===== src/rtl/instruction_fetch_unit.sv =====
`default_nettype none
// ============================================================================
// Module   : instruction_fetch_unit
// Brief    : PC owner and request/acknowledge fetch front end with a one-entry
//            skid register, stall support and redirect/flush handling.
// Revision : 1.0
// ============================================================================
module instruction_fetch_unit #(
    parameter logic [31:0] RESET_PC  = 32'h0000_0000,
    parameter logic [31:0] NOP_INSTR = 32'h0000_0000
) (
    input  logic        Clk,
    input  logic        Rst,
    output logic        IMem_Req,
    output logic [31:0] IMem_Addr,
    input  logic        IMem_Ack,
    input  logic [31:0] IMem_Data,
    input  logic        Stall,
    input  logic        Redirect,
    input  logic [31:0] Redirect_PC,
    output logic [31:0] Instruction,
    output logic [31:0] PC_Next,
    output logic        Fetch_Valid
);

    typedef enum logic [1:0] {
        S_IDLE  = 2'd0,
        S_WAIT  = 2'd1,
        S_HOLD  = 2'd2,
        S_DRAIN = 2'd3
    } state_t;

    state_t      r_state;
    logic [31:0] r_pc;
    logic [31:0] r_req_addr;
    logic [31:0] r_skid_instr;
    logic [31:0] r_skid_pc;
    logic [31:0] r_pend_pc;
    logic        r_req;
    logic [31:0] r_instr;
    logic [31:0] r_pc_next;
    logic        r_valid;

    logic        w_slot_free;
    logic [31:0] w_pc_inc;
    logic [31:0] w_target;
    logic        w_unused_lsb;

    assign w_slot_free  = !r_valid || !Stall;
    assign w_pc_inc     = r_pc + 32'd4;
    assign w_target     = {Redirect_PC[31:2], 2'b00};
    assign w_unused_lsb = ^Redirect_PC[1:0];

    always_ff @(posedge Clk or posedge Rst) begin
        if (Rst) begin
            r_state      <= S_IDLE;
            r_pc         <= RESET_PC;
            r_req_addr   <= RESET_PC;
            r_skid_instr <= NOP_INSTR;
            r_skid_pc    <= 32'd0;
            r_pend_pc    <= RESET_PC;
            r_req        <= 1'b0;
            r_instr      <= NOP_INSTR;
            r_pc_next    <= 32'd0;
            r_valid      <= 1'b0;
        end else if (Redirect) begin
            r_instr   <= NOP_INSTR;
            r_pc_next <= 32'd0;
            r_valid   <= 1'b0;
            // An unanswered request must stay up at its old address until it drains
            if ((r_state == S_WAIT || r_state == S_DRAIN) && !IMem_Ack) begin
                r_pend_pc <= w_target;
                r_state   <= S_DRAIN;
            end else begin
                r_pc       <= w_target;
                r_req_addr <= w_target;
                r_req      <= 1'b1;
                r_state    <= S_WAIT;
            end
        end else begin
            case (r_state)
                S_IDLE: begin
                    r_req_addr <= r_pc;
                    r_req      <= 1'b1;
                    r_state    <= S_WAIT;
                end
                S_WAIT: begin
                    if (IMem_Ack) begin
                        r_pc <= w_pc_inc;
                        if (w_slot_free) begin
                            r_instr    <= IMem_Data;
                            r_pc_next  <= w_pc_inc;
                            r_valid    <= 1'b1;
                            r_req_addr <= w_pc_inc;
                        end else begin
                            r_skid_instr <= IMem_Data;
                            r_skid_pc    <= w_pc_inc;
                            r_req        <= 1'b0;
                            r_state      <= S_HOLD;
                        end
                    end else if (!Stall) begin
                        r_instr <= NOP_INSTR;
                        r_valid <= 1'b0;
                    end
                end
                S_HOLD: begin
                    if (!Stall) begin
                        r_instr    <= r_skid_instr;
                        r_pc_next  <= r_skid_pc;
                        r_valid    <= 1'b1;
                        r_req_addr <= r_pc;
                        r_req      <= 1'b1;
                        r_state    <= S_WAIT;
                    end
                end
                S_DRAIN: begin
                    // Response to the abandoned address is dropped on the floor
                    if (IMem_Ack) begin
                        r_pc       <= r_pend_pc;
                        r_req_addr <= r_pend_pc;
                        r_state    <= S_WAIT;
                    end
                end
                default: begin
                    r_req   <= 1'b0;
                    r_state <= S_IDLE;
                end
            endcase
        end
    end

    assign IMem_Req    = r_req;
    assign IMem_Addr   = r_req_addr;
    assign Instruction = r_instr;
    assign PC_Next     = r_pc_next;
    assign Fetch_Valid = r_valid;

endmodule
`default_nettype wire


===== config.mk =====
export PLATFORM = sky130hd
export DESIGN_NAME = instruction_fetch_unit
export DESIGN_NICKNAME = d
export VERILOG_FILES = /design/src/rtl/instruction_fetch_unit.sv
export SDC_FILE = /design/constraint.sdc
export NUM_CORES = 1
export LEC_CHECK = 0
export ABC_AREA = 1
export ABC_CLOCK_PERIOD_IN_PS = 15700
export BUFFER_PORTS_ARGS = -buffer_cell sky130_fd_sc_hd__buf_2
export CELL_PAD_IN_SITES_DETAIL_PLACEMENT = 1
export CELL_PAD_IN_SITES_GLOBAL_PLACEMENT = 1
export CORE_ASPECT_RATIO = 1.5
export CORE_UTILIZATION = 45
export CTS_CLUSTER_SIZE = 40
export DETAILED_ROUTE_END_ITERATION = 10
export PLACE_DENSITY = 0.94
export SETUP_SLACK_MARGIN = 0.02
export SYNTH_ARGS = -nofsm -noshare
export SYNTH_HDL_FRONTEND = slang
export SYNTH_SLANG_ARGS = --single-unit

===== constraint.sdc =====
create_clock -name Clk -period 15.7 [get_ports Clk]
set_input_delay 2.355 -clock Clk [delete_from_list [all_inputs] [get_ports Clk]]
set_output_delay 2.355 -clock Clk [all_outputs]
set_load 0.03 [all_outputs]

======== After elaboration in Yosys (flattened, before gate mapping) ========
Cells that the tools add are included.
word-level totals
  logic and storage cells ................. 79
  bits in registers ....................... 226
  output and inout port bits .............. 98
operators by class
  reductions and logical operators ........ 18
  muxes and demuxes ....................... 37
  bitwise operators ....................... 2
  add/sub/neg operators ................... 1
  eq/ne operators ......................... 11
operator list
  kind                                                                    number
  32-bit 2-to-1 mux                                                       15
  32-bit case mux with 2 select lines                                     3
  32-bit case mux with 4 select lines                                     1
  32-bit by 3-bit adder with 32-bit output (second input constant)        1
  4-bit AND reduction                                                     5
  3-bit inequality test (second input constant)                           5
  2-bit 2-to-1 mux                                                        6
  5-bit AND reduction                                                     2
  1-bit 2-to-1 mux                                                        9
  4-bit inequality test (second input constant)                           2
  2-bit case mux with 4 select lines                                      1
  3-bit nonzero test                                                      2
  2-bit equality test (second input constant)                             2
  4-bit nonzero test                                                      1
  1-bit zero test                                                         3
  1-bit case mux with 3 select lines                                      1
  2-bit by 1-bit equality test with 1-bit output (second input constant)  1
  2-bit zero test                                                         1
  1-bit logical OR                                                        2
  2-bit inequality test (second input constant)                           1
  1-bit inverter                                                          2
  1-bit case mux with 2 select lines                                      1
  2-bit AND reduction                                                     1
  1-bit logical AND                                                       1

======== Logic depth before layout (Yosys ltp) ========
Gate-level depths: netlist (run 1).
  word-level depth ........................ 6
  mapped depth ............................ 12
  depth with buffers taken out ............ 12

======== Least setup slack after synthesis (run 1) ========
Ideal clock, no wire load.
  path kind ............................... input -> register
  start point ............................. input Redirect
  end point ............................... register r_pc[10]
  arrival ................................. 3.451 ns
  required time ........................... 15.561 ns
  path slack .............................. 12.110 ns
  setup time .............................. 0.139 ns
  stages on the path ...................... 8
  cells stage by stage .................... clkbuf_1 > nor2_1 > buf_2 > nor2_1 > inv_2 > clkbuf_1 > nor3_1 > a22oi_1
between the ends
  cells in the longest elaborated chain, start to end .. 2
  elaborated cells on any way between the ends .. 6
  classes of those cells .................. eq/ne: 3; mux: 1; reduce/logical: 2
RTL lines
  element                                                               line  text
  from (decl)                                                           19    input logic Redirect,
  3-bit inequality test (no source line), or another cell as far along  n/a
  4-bit AND reduction (no source line)                                  n/a
  to (signal assigned)                                                  75    r_pc <= w_target;
  to (signal assigned)                                                  89    r_pc <= w_pc_inc;
  to (signal assigned)                                                  119   r_pc <= r_pend_pc;
  to (decl)                                                             34    logic [31:0] r_pc;
Several ways; a longest one is shown, not always the timed one.
A chain may end at the register's enable or synchronous reset.

======== Worst setup path in the final report (run 1) ========
  start point ............................. input Redirect
  end point ............................... register r_req_addr[2] (netlist: IMem_Addr[2])
between the ends
  cells in the longest elaborated chain, start to end .. 2
  elaborated cells on any way between the ends .. 7
  classes of those cells .................. eq/ne: 5; mux: 1; reduce/logical: 1
RTL lines
  element                                                                          line  text
  3-bit inequality test (no source line) or 2-bit inequality test (tied branches)  n/a
  5-bit AND reduction (no source line)                                             n/a
  to (signal assigned)                                                             76    r_req_addr <= w_target;
  to (signal assigned)                                                             83    r_req_addr <= r_pc;
  to (signal assigned)                                                             94    r_req_addr <= w_pc_inc;
  to (decl)                                                                        35    logic [31:0] r_req_addr;
Several ways; a longest one is shown, not always the timed one.

==> impl_results.md, run 1 <==
- Result of the run: finished, final reports clean
- Layout cells sized above 1: 0.155
- CTS root buf: clkbuf_16
- Die X: 129 um
- Minimum clock period: 4.71 ns
- Worst Setup SP: Redirect
- Drc violations: 0
- Worst Path Arrival: 5.04 ns
- Multi-input gate area: 4390 um2
- CTS clk-pin slew, worst paths: 0.06 ns
- Hold Path Class: reg -> reg
- PD cells: 219 nW/um2
- Leakage: 6.32 nW
- Post-layout net count: 1611
- Worst-case vdd ir drop: 103 uV
- Reg2reg start: r_state[0]$_DFFE_PP0P_
- Placed Instances: 1836
- Post-DP HPWL: 23.1 mm
- Vias per cell: 5.46
- Final Hold Viols: 0
- Layout Cells excl Fill: 1871
- # Post-CTS Setup Buffers: 0
- Post-CTS Hold Buffers: 0
- Top cell type's share of synthesized area: 0.508
- Initial antenna violation count: 0
- Largest area contributor in the netlist: dfrtp_1
- Syn Nets: 1488
- Mapped Area: 10800 um2
- Core ar.: 23700 um2
- Cells after synthesis: 1418
- Routed WL per cell: 18.4 um
- Post-synthesis cell type count: 34
- Crit path max fanout: 42
- Synthesized area per cell: 7.65 um2
- Fin Setup TNS: 0 ns
- Worst EP required: 16.03 ns
- R2R depth: 11
- FF-to-FF End: PC_Next[23]$_DFFE_PP0P_
- DR vias: 10200
- DR iter-0 viols: 671
- RSZ-0062 raised after global routing: false
- CP startpoint kind: primary input
- Crit-path cells: buf_2 > buf_4 > nor2_1 > a31oi_2 > nand2_1 > buf_4 > inv_2 > nor2_1 > a31oi_1
- DIE AREA: 24700 um2
- Max stage delay on crit path: 0.85 ns
- Pre-antenna DRT Iters: 6
- Layout area overhead: 15.1%
- Post-route core utilization: 0.528
- Worst slew pin tran: 1.18 ns
- MaxCap Viol Count: 0
- First-pass GRT wire length: 55.0 mm
- Most frequent cells in the layout: nand2_1, dfrtp_1, buf_2, o21ai_0, inv_1
- Critical Setup Path Class: in -> reg
- Die height: 192 um
- Hold_ws: 0.481 ns
- Placement Rows: 69
- Detail Route Antenna Nets: 0
- Slowest cell on crit path: nor2_1
- Initial Utilization: 0.458
- Largest net degree at the start of global routing: 98
- CTS Buf Count: 22
- CTS tree: built
- Clk_lat worst skew: 0.51 ns
- Post-CTS sizing: 0
- Period utilization: 0.300
- Worst relative slew slack: 0.212
- Main area contributors after synthesis: dfrtp_1, nand2_1, o21ai_0
- EDFF count, synth: 0
- Pwr Total: 2.73 mW
- Clock skew: 0.0124 ns
- Share of the yosys chip area belonging to registers: 0.508
- Antenna diode count: 0
- Post-synth top flop: dfrtp_1
- Register area: 5510 um2
- Register bit count reported by yosys: 220
- Async set-or-reset flop fraction in the synthesized netlist: 1.00
- Max-slew violations: 0
- Crit end category: flop
- Number of fill cells in the layout: 3045
- FMAX: 0.212 GHz
- Tot GR Track Use: 0.285
- CTS sink cnt: 220
- Setup Viol. Count Final: 0
- Buffers added on ports: 164
- Maximum buffer depth of the clock tree: 3
- Synth Warn #: 0
- Routed wire length: 34.3 mm
- Setup slack on the worst flop-to-flop path: 11.59 ns
- Vias in the first global route: 10500
- CP endpoint: IMem_Addr[2]$_DFFE_PP0P_
- Most common cell after layout, fill and taps aside: nand2_1
- Ports: 167
- RePlAce Congestion: 0.938
- Grt ovf: 0
- H-Tree Depth: 1
## how the worst min path moves through the flow
stage	start	end	cells past startpoint
6_report	r_pend_pc[3]$_DFFE_PP0P_	r_pend_pc[3]$_DFFE_PP0P_	2
4_1_cts	r_pend_pc[8]$_DFFE_PP0P_	r_pend_pc[8]$_DFFE_PP0P_	2
3_3_place_gp	r_pend_pc[9]$_DFFE_PP0P_	r_pend_pc[9]$_DFFE_PP0P_	2
2_1_floorplan	r_pend_pc[10]$_DFFE_PP0P_	r_pend_pc[10]$_DFFE_PP0P_	2
5_1_grt	r_pend_pc[8]$_DFFE_PP0P_	r_pend_pc[8]$_DFFE_PP0P_	2
3_5_place_dp	r_pend_pc[8]$_DFFE_PP0P_	r_pend_pc[8]$_DFFE_PP0P_	2
## power breakdown
| group | leakage, nW | internal (mW) | switching, mW |
|---|---|---|---|
| Combinational | 3.27 | 0.345 | 0.883 |
| Clock | 0.323 | 0.276 | 0.220 |
| Sequential | 2.73 | 0.824 | 0.181 |
| Total | 6.32 | 1.44 | 1.28 |
## synth_stat cells, types with 11 or more instances
cell      count
nor2_1      142
inv_2        11
buf_2        27
o21ai_0     156
a21oi_1      29
a31oi_1      19
a22oi_1      20
nand2_1     437
dfrtp_1     220
inv_1       151
o21ai_1      62
xor2_1       20
nor3_1       11
clkbuf_1     40
## registers in the layout (all words and copies together), names as in the netlist
| register | cells |
|---|---|
| IMem_Req | 1 |
| r_skid_instr | 32 |
| r_pend_pc | 30 |
| r_pc | 30 |
| r_skid_pc | 30 |
| PC_Next | 31 |
| Fetch_Valid | 1 |
| Instruction | 32 |
| r_state | 2 |
| IMem_Addr | 31 |
## routing by layer
layer / vias to the layer above / GRT usage / part of all wire
li1: 4728 / - / -
met1: 5070 / 0.350 / 0.40
met2: 330 / 0.496 / 0.51
met3: 90 / 0.0312 / 0.044
met4: 0 / 0.138 / 0.040
met5: - / 0 / 0
## final cells by class
class,count,area share
clock buffer,30,0.0498
clock inverter,5,0.00231
inverter,162,0.0493
multi-input combinational,958,0.352
sequential,220,0.441
tap,319,0.0320
timing repair buffer,177,0.0736
## through the flow
| stage | setup WS [ns] | area [um2] |
|---|---|---|
| after floorplan | 7.32 | 10800 |
| after global placement | 10.56 | 11800 |
| after detailed placement | 10.52 | 11800 |
| after CTS | 11.04 | 12500 |
| after global routing | 10.84 | 12500 |
| final | 10.99 | 12500 |
## kinds of logic (layout without fill, tap and decap cells)
family,count (synthesis),count (layout),synth area share
simple gates,616,616,0.221
compound gates,318,318,0.162
buf+inv,240,374,0.0890
flops,220,220,0.508
xor+xnor,23,23,0.0193
fa+ha+maj,1,1,0.00115
## critical path: cells and delay by family
family                 cells  cell delay, ns
buffers and inverters      4            1.12
and+or+nand+nor            3            1.18
AOI/OAI and AO/OA          2            0.32
No activity file was read; power rests on OpenSTA's default activity.
==> run 2, diff against run 1 <==
ABC_CLOCK_PERIOD_IN_PS = 4780   (was 15700)
CORE_UTILIZATION = 42   (was 45)
PLACE_DENSITY = 0.89   (was 0.94)
clock period = 4.78 ns   (was 15.7 ns; I/O delays follow)
==> impl_results.md, run 2 (synthesis results as in run 1) <==
- Post-route core utilization: 0.503
- Top delay family on crit path: buffers and inverters
- Die height: 199 um
- FMAX: 0.306 GHz
- Most common cell after layout, fill and taps aside: nand2_1
- CTS sink cnt: 220
- Vias in the first global route: 10700
- MaxCap Viol Count: 0
- Post-layout net count: 1618
- PD cells: 727 nW/um2
- RSZ-0062 raised after global routing: false
- Setup slack on the worst flop-to-flop path: 1.51 ns
- Slowest cell on crit path: dfrtp_1
- Routed WL per cell: 17.9 um
- CTS clk-pin slew, worst paths: 0.07 ns
- CP startpoint kind: flop
- Post-DP HPWL: 23.4 mm
- DIE AREA: 26500 um2
- DR iter-0 viols: 508
- Initial Utilization: 0.430
- Pre-antenna DRT Iters: 5
- Leakage: 6.41 nW
- Antenna diode count: 0
- Clk_lat worst skew: 0.51 ns
- Worst-case vdd ir drop: 420 uV
- R2R depth: 8
- Post-CTS sizing: 0
- RePlAce Congestion: 0.879
- First-pass GRT wire length: 55.3 mm
- Period utilization: 0.685
- Crit end category: flop
- Clock skew: 0.0147 ns
- DR vias: 10100
- CTS Buf Count: 23
- Worst Path Arrival: 3.68 ns
- Largest net degree at the start of global routing: 128
- Worst EP required: 5.18 ns
- Setup Viol. Count Final: 0
- Minimum clock period: 3.27 ns
- Buffers added on ports: 164
- Fin Setup TNS: 0 ns
- CP bufs+invs: 4
- Critical Setup Path Class: reg -> reg
- Maximum buffer depth of the clock tree: 3
- CTS tree: built
- Crit path max fanout: 57
- Routed wire length: 33.9 mm
- Grt ovf: 0
- Layout area overhead: 17.0%
- Worst relative slew slack: 0.228
- Placement Rows: 71
- Detail Route Antenna Nets: 0
- Final Hold Viols: 0
- Vias per cell: 5.34
- CTS root buf: clkbuf_16
- FF-to-FF End: r_skid_instr[1]$_DFFE_PP0P_
- Initial antenna violation count: 0
- Ports: 167
- Tot GR Track Use: 0.262
- Worst slack, placed: 1.53 ns
- Hold Path Class: in -> async
- Core ar.: 25200 um2
- Reg2reg start: r_state[0]$_DFFE_PP0P_
- Most frequent cells in the layout: nand2_1, dfrtp_1, buf_2, o21ai_0, inv_1
- # Post-CTS Setup Buffers: 0
- Drc violations: 0
- Max stage delay on crit path: 0.69 ns
- Worst slew pin tran: 1.16 ns
- Layout cells sized above 1: 0.162
- Max-slew violations: 0
- Crit-path cells: buf_4 > nand2_4 > inv_2 > nand2_2 > nor2_2 > inv_2 > buf_4 > o21ai_0
- Result of the run: finished, final reports clean
- Die X: 133 um
- Number of fill cells in the layout: 3211
- Post-CTS Hold Buffers: 0
- Final WS setup: 1.51 ns
- Pwr Total: 9.22 mW
- H-Tree Depth: 1
-- run 2: routing by layer --
layer  global-route usage  part of all wire  up-vias
li1                     -                 -     4738
met1                0.318              0.42     5036
met2                0.471              0.50      254
met3               0.0288             0.036       81
met4                0.104             0.038        0
met5                    0                 0        -
-- run 2: per-stage QoR --
stage	cell area, um2	instances	hold slack (ns)
6_report	12700	1892	0.362
5_1_grt	12700	1892	0.435
4_1_cts	12700	1892	0.420
3_5_place_dp	11900	1851	0.459
3_3_place_gp	11900	1851	0.456
2_1_floorplan	10800	1418	0.442
-- run 2: how the worst max path moves through the flow --
stage	startpoint	to	slack (ns)	cells past startpoint
2_1_floorplan	Rst	Fetch_Valid$_DFFE_PP0P_	1.19	1
3_3_place_gp	Redirect	IMem_Addr[2]$_DFFE_PP0P_	1.61	8
3_5_place_dp	Redirect	IMem_Addr[6]$_DFFE_PP0P_	1.53	8
4_1_cts	r_state[0]$_DFFE_PP0P_	r_skid_instr[1]$_DFFE_PP0P_	1.50	8
5_1_grt	r_state[0]$_DFFE_PP0P_	Instruction[28]$_DFFE_PP0P_	1.33	11
6_report	r_state[0]$_DFFE_PP0P_	r_skid_instr[1]$_DFFE_PP0P_	1.51	8
-- run 2: layout make-up --
| class | instances | area (um2) | share of cell area |
|---|---|---|---|
| clock inverters | 9 | 124 | 0.00976 |
| repair buffers | 183 | 976 | 0.0769 |
| inverters | 162 | 612 | 0.0482 |
| well taps | 328 | 410 | 0.0323 |
| multi-input cells | 958 | 4390 | 0.346 |
| clock buffers | 32 | 669 | 0.0528 |
| flip-flops and latches | 220 | 5510 | 0.434 |
-- run 2: power by group --
group | switching, mW | total, mW | internal, mW
clock network | 0.761 | 1.90 | 1.14
logic | 2.85 | 4.00 | 1.15
registers | 0.610 | 3.32 | 2.71
-- run 2: worst reg2reg max path, stage by stage (launching register included) --
cell     delay, ns
dfrtp_1       0.69
buf_4         0.33
nand2_4       0.15
inv_2         0.28
nand2_2       0.14
nor2_2        0.40
inv_2         0.40
buf_4         0.45
o21ai_0       0.32
